[src/rtl/aux_uart_boot_loader.sv]
// rtl/aux_uart_boot_loader.sv - UART byte receiver that assembles little-endian words into boot writes
module aux_uart_boot_loader #(
    parameter int CLK_FREQUENCY = 50000000,
    parameter int BAUD_RATE     = 115200,
    parameter int TIMEOUT_BITS  = 100
) (
    input  logic        clk,
    input  logic        reset,
    input  logic        rx,
    output logic        boot_busy,
    output logic        boot_write,
    output logic [15:0] boot_addr,
    output logic [31:0] boot_wdata,
    output logic [3:0]  boot_ble,
    output logic        boot_done,
    output logic        frame_error
);

    localparam int CLKS_PER_BIT = CLK_FREQUENCY / BAUD_RATE;
    localparam int HALF         = CLKS_PER_BIT / 2;
    localparam int TIMEOUT_CLKS = TIMEOUT_BITS * CLKS_PER_BIT;
    localparam int CNT_W        = $clog2(CLKS_PER_BIT + 1);
    localparam int IDLE_W       = $clog2(TIMEOUT_CLKS + 1);

    localparam logic [CNT_W-1:0]  HALF_M1 = CNT_W'(HALF - 1);
    localparam logic [CNT_W-1:0]  BIT_M1  = CNT_W'(CLKS_PER_BIT - 1);
    localparam logic [IDLE_W-1:0] TO_M1   = IDLE_W'(TIMEOUT_CLKS - 1);

    localparam logic [1:0] IDLE  = 2'd0;
    localparam logic [1:0] START = 2'd1;
    localparam logic [1:0] DATA  = 2'd2;
    localparam logic [1:0] STOP  = 2'd3;

    logic              rx_meta_q, rx_sync_q;
    logic [1:0]        state_q, state_d;
    logic              fe_wait_q, fe_wait_d;
    logic [CNT_W-1:0]  clk_cnt_q, clk_cnt_d;
    logic [2:0]        bit_cnt_q, bit_cnt_d;
    logic [7:0]        shift_q, shift_d;
    logic [1:0]        byte_cnt_q, byte_cnt_d;
    logic [23:0]       word_q, word_d;
    logic [15:0]       addr_q, addr_d;
    logic              busy_q, busy_d;
    logic [IDLE_W-1:0] idle_cnt_q, idle_cnt_d;
    logic              done_pend_q, done_pend_d;
    logic              write_q, write_d;
    logic              done_q, done_d;
    logic [31:0]       wdata_q, wdata_d;
    logic [15:0]       waddr_q, waddr_d;
    logic [3:0]        ble_q, ble_d;
    logic              ferr_q, ferr_d;
    logic              timeout_fire;

    // Two-flop synchronizer for the asynchronous rx line; idles high
    always_ff @(posedge clk or posedge reset) begin
        if (reset) begin
            rx_meta_q <= 1'b1;
            rx_sync_q <= 1'b1;
        end else begin
            rx_meta_q <= rx;
            rx_sync_q <= rx_meta_q;
        end
    end

    assign timeout_fire = busy_q && (state_q == IDLE) && (idle_cnt_q == TO_M1);

    // Receiver FSM, word assembly and session timeout; timeout overrides byte bookkeeping
    always_comb begin
        state_d     = state_q;
        fe_wait_d   = fe_wait_q;
        clk_cnt_d   = clk_cnt_q;
        bit_cnt_d   = bit_cnt_q;
        shift_d     = shift_q;
        byte_cnt_d  = byte_cnt_q;
        word_d      = word_q;
        addr_d      = addr_q;
        busy_d      = busy_q;
        idle_cnt_d  = '0;
        done_pend_d = 1'b0;
        write_d     = 1'b0;
        done_d      = done_pend_q;
        wdata_d     = wdata_q;
        waddr_d     = waddr_q;
        ble_d       = ble_q;
        ferr_d      = ferr_q;

        case (state_q)
            IDLE: begin
                clk_cnt_d = '0;
                if (!rx_sync_q) begin
                    state_d   = START;
                    bit_cnt_d = '0;
                end
            end
            START: begin
                if (clk_cnt_q == HALF_M1) begin
                    clk_cnt_d = '0;
                    state_d   = rx_sync_q ? IDLE : DATA;
                end else begin
                    clk_cnt_d = clk_cnt_q + 1'b1;
                end
            end
            DATA: begin
                if (clk_cnt_q == BIT_M1) begin
                    clk_cnt_d = '0;
                    shift_d   = {rx_sync_q, shift_q[7:1]};
                    bit_cnt_d = bit_cnt_q + 1'b1;
                    if (bit_cnt_q == 3'd7) begin
                        state_d = STOP;
                    end
                end else begin
                    clk_cnt_d = clk_cnt_q + 1'b1;
                end
            end
            default: begin
                if (fe_wait_q) begin
                    // Bad stop bit: hold off until the line returns high
                    if (rx_sync_q) begin
                        fe_wait_d = 1'b0;
                        state_d   = IDLE;
                    end
                end else if (clk_cnt_q == BIT_M1) begin
                    clk_cnt_d = '0;
                    if (rx_sync_q) begin
                        state_d    = IDLE;
                        busy_d     = 1'b1;
                        byte_cnt_d = byte_cnt_q + 1'b1;
                        case (byte_cnt_q)
                            2'd0: word_d[7:0]   = shift_q;
                            2'd1: word_d[15:8]  = shift_q;
                            2'd2: word_d[23:16] = shift_q;
                            default: begin
                                write_d = 1'b1;
                                wdata_d = {shift_q, word_q};
                                waddr_d = addr_q;
                                ble_d   = 4'b1111;
                                addr_d  = addr_q + 16'd4;
                                word_d  = '0;
                            end
                        endcase
                    end else begin
                        ferr_d    = 1'b1;
                        fe_wait_d = 1'b1;
                    end
                end else begin
                    clk_cnt_d = clk_cnt_q + 1'b1;
                end
            end
        endcase

        // Idle clocks count only inside a session with the receiver idle; a start bit clears them
        if (busy_q && (state_q == IDLE) && !timeout_fire && rx_sync_q) begin
            idle_cnt_d = idle_cnt_q + 1'b1;
        end

        // End of session: flush any partial word, then done; a start bit on this cycle still loses
        if (timeout_fire) begin
            busy_d     = 1'b0;
            addr_d     = '0;
            byte_cnt_d = '0;
            word_d     = '0;
            if (byte_cnt_q != 2'd0) begin
                write_d     = 1'b1;
                wdata_d     = {8'h00, word_q};
                waddr_d     = addr_q;
                done_pend_d = 1'b1;
                case (byte_cnt_q)
                    2'd1:    ble_d = 4'b0001;
                    2'd2:    ble_d = 4'b0011;
                    default: ble_d = 4'b0111;
                endcase
            end else begin
                done_d = 1'b1;
            end
        end
    end

    // State registers; reset abandons any byte or session in flight
    always_ff @(posedge clk or posedge reset) begin
        if (reset) begin
            state_q     <= IDLE;
            fe_wait_q   <= 1'b0;
            clk_cnt_q   <= '0;
            bit_cnt_q   <= '0;
            shift_q     <= '0;
            byte_cnt_q  <= '0;
            word_q      <= '0;
            addr_q      <= '0;
            busy_q      <= 1'b0;
            idle_cnt_q  <= '0;
            done_pend_q <= 1'b0;
            write_q     <= 1'b0;
            done_q      <= 1'b0;
            wdata_q     <= '0;
            waddr_q     <= '0;
            ble_q       <= '0;
            ferr_q      <= 1'b0;
        end else begin
            state_q     <= state_d;
            fe_wait_q   <= fe_wait_d;
            clk_cnt_q   <= clk_cnt_d;
            bit_cnt_q   <= bit_cnt_d;
            shift_q     <= shift_d;
            byte_cnt_q  <= byte_cnt_d;
            word_q      <= word_d;
            addr_q      <= addr_d;
            busy_q      <= busy_d;
            idle_cnt_q  <= idle_cnt_d;
            done_pend_q <= done_pend_d;
            write_q     <= write_d;
            done_q      <= done_d;
            wdata_q     <= wdata_d;
            waddr_q     <= waddr_d;
            ble_q       <= ble_d;
            ferr_q      <= ferr_d;
        end
    end

    assign boot_busy   = busy_q;
    assign boot_write  = write_q;
    assign boot_addr   = waddr_q;
    assign boot_wdata  = wdata_q;
    assign boot_ble    = ble_q;
    assign boot_done   = done_q;
    assign frame_error = ferr_q;

endmodule

[config.mk]
export PLATFORM = sky130hd
export DESIGN_NAME = aux_uart_boot_loader
export DESIGN_NICKNAME = d
export VERILOG_FILES = /design/src/rtl/aux_uart_boot_loader.sv
export SDC_FILE = /design/constraint.sdc
export NUM_CORES = 1
export LEC_CHECK = 0
export ABC_AREA = 1
export BUFFER_PORTS_ARGS = -buffer_cell sky130_fd_sc_hd__buf_2
export CORE_ASPECT_RATIO = 0.75
export CORE_MARGIN = 8
export CORE_UTILIZATION = 54
export DETAILED_ROUTE_END_ITERATION = 8
export GPL_TIMING_DRIVEN = 0
export PLACE_DENSITY = 0.76
export SLEW_MARGIN = 40
export SYNTH_ARGS = -nofsm -noshare
export SYNTH_HDL_FRONTEND = slang
export SYNTH_SLANG_ARGS = --single-unit
[constraint.sdc]
create_clock -name clk -period 3.9 [get_ports clk]
set_input_delay 0 -clock clk [delete_from_list [all_inputs] [get_ports clk]]
set_output_delay 0 -clock clk [all_outputs]
set_load 0.005 [all_outputs]
# Word-level counts from Yosys, hierarchy flattened
# Index checks and enable logic that the tools add are counted.
# Widths: inputs -> output; s select.
[word_totals]
in_bits = 3
register_bits = 140
out_inout_bits = 56
word_cells = 151
[op_classes]
mux = 77
bitwise = 3
add_sub_neg = 5
n_eq_ne = 19
reduce_logical = 26
[ops]
columns = ["op", "n"]
rows = [
  ["$mux 16", 14],
  ["$mux 32", 7],
  ["$mux 24", 5],
  ["$pmux 8 s2", 3],
  ["$mux 4", 7],
  ["$mux 9", 3],
  ["$pmux 9 s3", 1],
  ["$mux 2", 13],
  ["$reduce_and 5->1", 5],
  ["$mux 1", 19],
  ["$add 16x1->16 const B", 1],
  ["$add 16x3->16 const B", 1],
  ["$eq 16x16->1 const B", 1],
  ["$ne 2x1->1 const B", 6],
  ["$pmux 3 s2", 2],
  ["$add 9x1->9 const B", 1],
  ["$eq 9x8->1 const B", 1],
  ["$eq 9x9->1 const B", 1],
  ["$ne 2x2->1 const B", 4],
  ["$reduce_and 4->1", 2],
  ["$reduce_bool 2->1", 4],
  ["$mux 3", 2],
  ["$pmux 2 s3", 1],
  ["$reduce_or 2->1", 3],
  ["14 further kinds", 23],
]

# Longest topological paths before layout
[depth]
depth_word = 9
mapped_depth = 13
mapped_depth_nobuf = 12

# Worst setup path before layout
# OpenSTA, ideal clock, no wires.
[synth_path]
path_type = "flip-flop to flip-flop"
startpoint = "reg state_q[1]"
endpoint = "reg waddr_q[10] (netlist: boot_addr[10])"
t_arrival_ns = 1.574
setup_slack_ns = 2.209
required_ns = 3.783
n_path_buf = 1
stages_incl_launch_ff = 11
cell_sequence = "dfrtp_1 inv_1 ha_1 nand2_1 inv_1 nand3_1 inv_2 nand2_2 buf_2 nand3_1 nand2_1"
[synth_between]
elab_chain_len = 5
[synth_lines]
columns = ["element", "line_no", "source"]
rows = [
  ["start, declared", "35", "logic [1:0] state_q, state_d;"],
  ["start signal, assigned", "199", "state_q <= state_d;"],
  ["$eq 2x2->1 (tied with other cells)", "87", "case (state_q)"],
  ["$reduce_or 3->1 (no source line)", "--", ""],
  ["$mux 16", "87", ""],
  ["$mux 16", "162", "if (byte_cnt_q != 2'd0) begin"],
  ["$mux 16 (*)", "157", "if (timeout_fire) begin"],
  ["via waddr_d[10]", "49", "logic [15:0] waddr_q, waddr_d;"],
  ["end signal, assigned", "213", "waddr_q <= waddr_d;"],
  ["end, declared", "49", ""],
]
# The timed path passes the listed nets; every way through them passes the cells marked *.
# A chain may end at the register's enable or synchronous reset.

# Final worst setup path
[layout_path]
startpoint = "reg state_q[1]"
endpoint = "reg word_q[19]"
[layout_between]
elab_chain_len = 5
[layout_lines]
columns = ["element", "line_no", "source"]
rows = [
  ["parallel branches: the longest is 5 deep, another holds $reduce_and 5->1", "--", ""],
  ["end signal, assigned", "205", "word_q <= word_d;"],
  ["end, declared", "41", "logic [23:0] word_q, word_d;"],
]
# Parallel ways; which one is timed is not known.

==> impl_metrics.tcl <==
set metrics [dict create \
    synth-edff-count 0 \
    dieHeight_um 113 \
    drv_cap 0 \
    syn_to_final_growth_pct 17.0 \
    track_usage_pct 20.8 \
    via_count 5732 \
    final_nets 925 \
    period_share_pct 62.6 \
    chipWidth_um 145 \
    drive_above_1_share_pct 15.6 \
    setup_viol 0 \
    fin_cells 1084 \
    status "completed" \
    ys.warnings.count 0 \
    ant_nets 0 \
    gp_congestion 0.914 \
    netlist_instances 825 \
    path_class "flop to flop" \
    clk_pin_slew_ps 60 \
    grt_pass1_wl_um 26900 \
    firstDrtPassIters 5 \
    utilization_pct 64.4 \
    rows 35 \
    synth_top_area_share_pct 50.6 \
    portBuffers 58 \
    die_area_um2 16300 \
    clock_path_buffers 2 \
    clkLatencyLatePin_ps 420 \
    hold_class "primary input to asynchronous set/reset pin" \
    worstPathRequired_ps 4170 \
    rsz0062_at_grt "no" \
    ctsResizeCount 0 \
    wl_per_cell_um 15.0 \
    tightest_slew_ps 628 \
    synthArstFlopShare_pct 100 \
    cts_tree "built" \
    antenna_found_initial 0 \
    grt_pass1_vias 5465 \
    hold_violations 0 \
    synth_area_um2 6730 \
    report.final.slew_viol_count 0 \
    gr-total-overflow 0 \
    power.leakage_nw 4.33 \
    initialDrtViolationCount 460 \
    synth_cell_types 41 \
    cts_sinks 138 \
    fin_setup_tns_ps 0 \
    yosysSeqAreaShare_pct 51.4 \
    pwr_density_cell_nw_per_um2 391 \
    num_antenna_cells 0 \
    relSlewSlack_pct 58.0 \
    nFillCells 1018 \
    reg2reg_depth 8 \
    synthesis.nets 845 \
    root_buffer "clkbuf_16" \
    cp_max_fo 10 \
    arrival_ps 2710 \
    dp_cells 1050 \
    grt_start_max_net_pins 78 \
    tritoncts.num_buffers 17 \
    fp.coreArea_um2 12200 \
    critPathCaptureType "flop" \
    start_util_pct 55.0 \
    ys_top_cells_by_area "dfrtp_1 51%, nand2_1 14%, nand3_1 6.9%, nor2_1 5.5%, inv_1 3.7%" \
    critPathLaunchType "flop" \
    synth_top_area_cell "dfrtp_1" \
    io_pins 59 \
    irDropWorstVdd_v 0.000340 \
    ys.flop_type "dfrtp_1" \
    dp_hpwl_um 11300 \
    power_mw 3.07 \
    drc 0 \
    finalWirelength_um 16200 \
    synth_area_per_cell_um2 8.15 \
    avgViaCountPerCell 5.29 \
    synth-seq-cells 138 \
    fin_skew_ps 9.58 \
    finalCriticalPeriod_ps 2440 \
    clock.fmax_mhz 410 \
    htreeDepth 4 \
]
## through the flow
step / hold WS [ps] / cell area, um^2 / setup WS [ps]
6_report: 176 / 7870 / 1460
5_1_grt: 219 / 7870 / 1340
4_1_cts: 208 / 7870 / 1530
3_5_place_dp: 107 / 7260 / 1600
3_3_place_gp: 104 / 7220 / -1340
2_1_floorplan: 4.48 / 6730 / 207
## registers in the layout (all words and copies together), names as in the netlist
signal       flops
addr_q          14
bit_cnt_q        3
boot_addr       16
boot_ble         4
boot_busy        1
boot_done        1
boot_wdata      32
boot_write       1
byte_cnt_q       2
clk_cnt_q        9
done_pend_q      1
fe_wait_q        1
frame_error      1
idle_cnt_q      16
rx_meta_q        1
rx_sync_q        1
shift_q          8
state_q          2
word_q          24
## critical path: stages, from the launching register on
cell	delay, ps
dfrtp_1	440
inv_1	140
ha_1	290
nand2_1	130
inv_1	130
nand3_1	280
inv_2	260
clkbuf_1	490
a21oi_1	120
## final cells by class
class / instances / area [um^2] / area share (%)
clock buffers: 17 / 425 / 5.41
multi-input cells: 586 / 2840 / 36.1
repair buffers: 61 / 338 / 4.29
flip-flops and latches: 138 / 3460 / 43.9
clock inverters: 15 / 165 / 2.10
plain buffers: 22 / 134 / 1.70
well taps: 166 / 208 / 2.64
inverters: 79 / 304 / 3.86
## report_power, final
part | switching (mW) | internal, mW | leakage (nW)
Sequential | 0.00121 | 1.43 | 1.91
Combinational | 0.0326 | 0.00628 | 2.14
Clock | 0.647 | 0.953 | 0.289
Total | 0.681 | 2.39 | 4.33
## kinds of logic (layout without fill, tap and decap cells)
logic type	after synthesis	after routing	share of synthesized area [%]
compound gates	53	53	4.24
flops	138	138	51.4
buf+inv	101	194	6.40
simple gates	512	512	34.3
xor+xnor	4	4	0.521
fa+ha+maj	17	17	3.16
## worst paths after layout
| path | slack, ps | from | end |
|---|---|---|---|
| setup / recovery | 1460 | state_q[1]$_DFFE_PP0P_ | word_q[19]$_DFFE_PP0P_ |
| hold reg to reg | 360 | rx_meta_q$_DFF_PP1_ | rx_sync_q$_DFF_PP1_ |
| hold / removal | 180 | reset | idle_cnt_q[12]$_DFF_PP0_ |
| max in group asynchronous | 2960 | reset | rx_sync_q$_DFF_PP1_ |
| setup reg to reg | 1460 | state_q[1]$_DFFE_PP0P_ | word_q[19]$_DFFE_PP0P_ |
| min in group clk | 220 | rx | rx_meta_q$_DFF_PP1_ |
## layout by cell type (no fill, tap or decap), types with 8 or more instances in the layout
master       n
a21oi_1     21
nand2_1    252
nand3_1     93
buf_2       69
inv_1       66
clkbuf_16   17
ha_1        17
nand3b_1     8
nand4_1     22
dfrtp_1    136
nor2_1      98
nor3_1      10
inv_2       11
o21ai_0     25
## synthesized netlist by cell type, types with 2 or more instances
| master | count |
|---|---|
| a21oi_1 | 21 |
| buf_1 | 2 |
| buf_2 | 11 |
| buf_4 | 2 |
| buf_6 | 4 |
| clkbuf_1 | 3 |
| dfrtp_1 | 136 |
| dfstp_2 | 2 |
| ha_1 | 17 |
| inv_1 | 67 |
| inv_2 | 11 |
| nand2_1 | 252 |
| nand2_2 | 3 |
| nand2_4 | 3 |
| nand3_1 | 93 |
| nand3b_1 | 8 |
| nand4_1 | 22 |
| nor2_1 | 98 |
| nor2_2 | 2 |
| nor2_4 | 5 |
| nor3_1 | 10 |
| nor3b_1 | 5 |
| nor4_1 | 2 |
| o21ai_0 | 25 |
| o21bai_1 | 2 |
| xor2_1 | 4 |
## routing by layer
layer	vias to the layer above	wire length, um	track usage [%]
met5	-	0	0
met4	0	260	7.19
met3	31	1040	4.24
met2	192	7090	30.8
met1	2691	7850	29.7
li1	2818	-	-
## what timing repair did
action / 4_1_cts / 5_1_grt
hold endpoints to repair: 77 / 0
setup buffers: 0 / 0
hold buffers: 2 / 0
No activity file was read; power rests on OpenSTA's default activity.
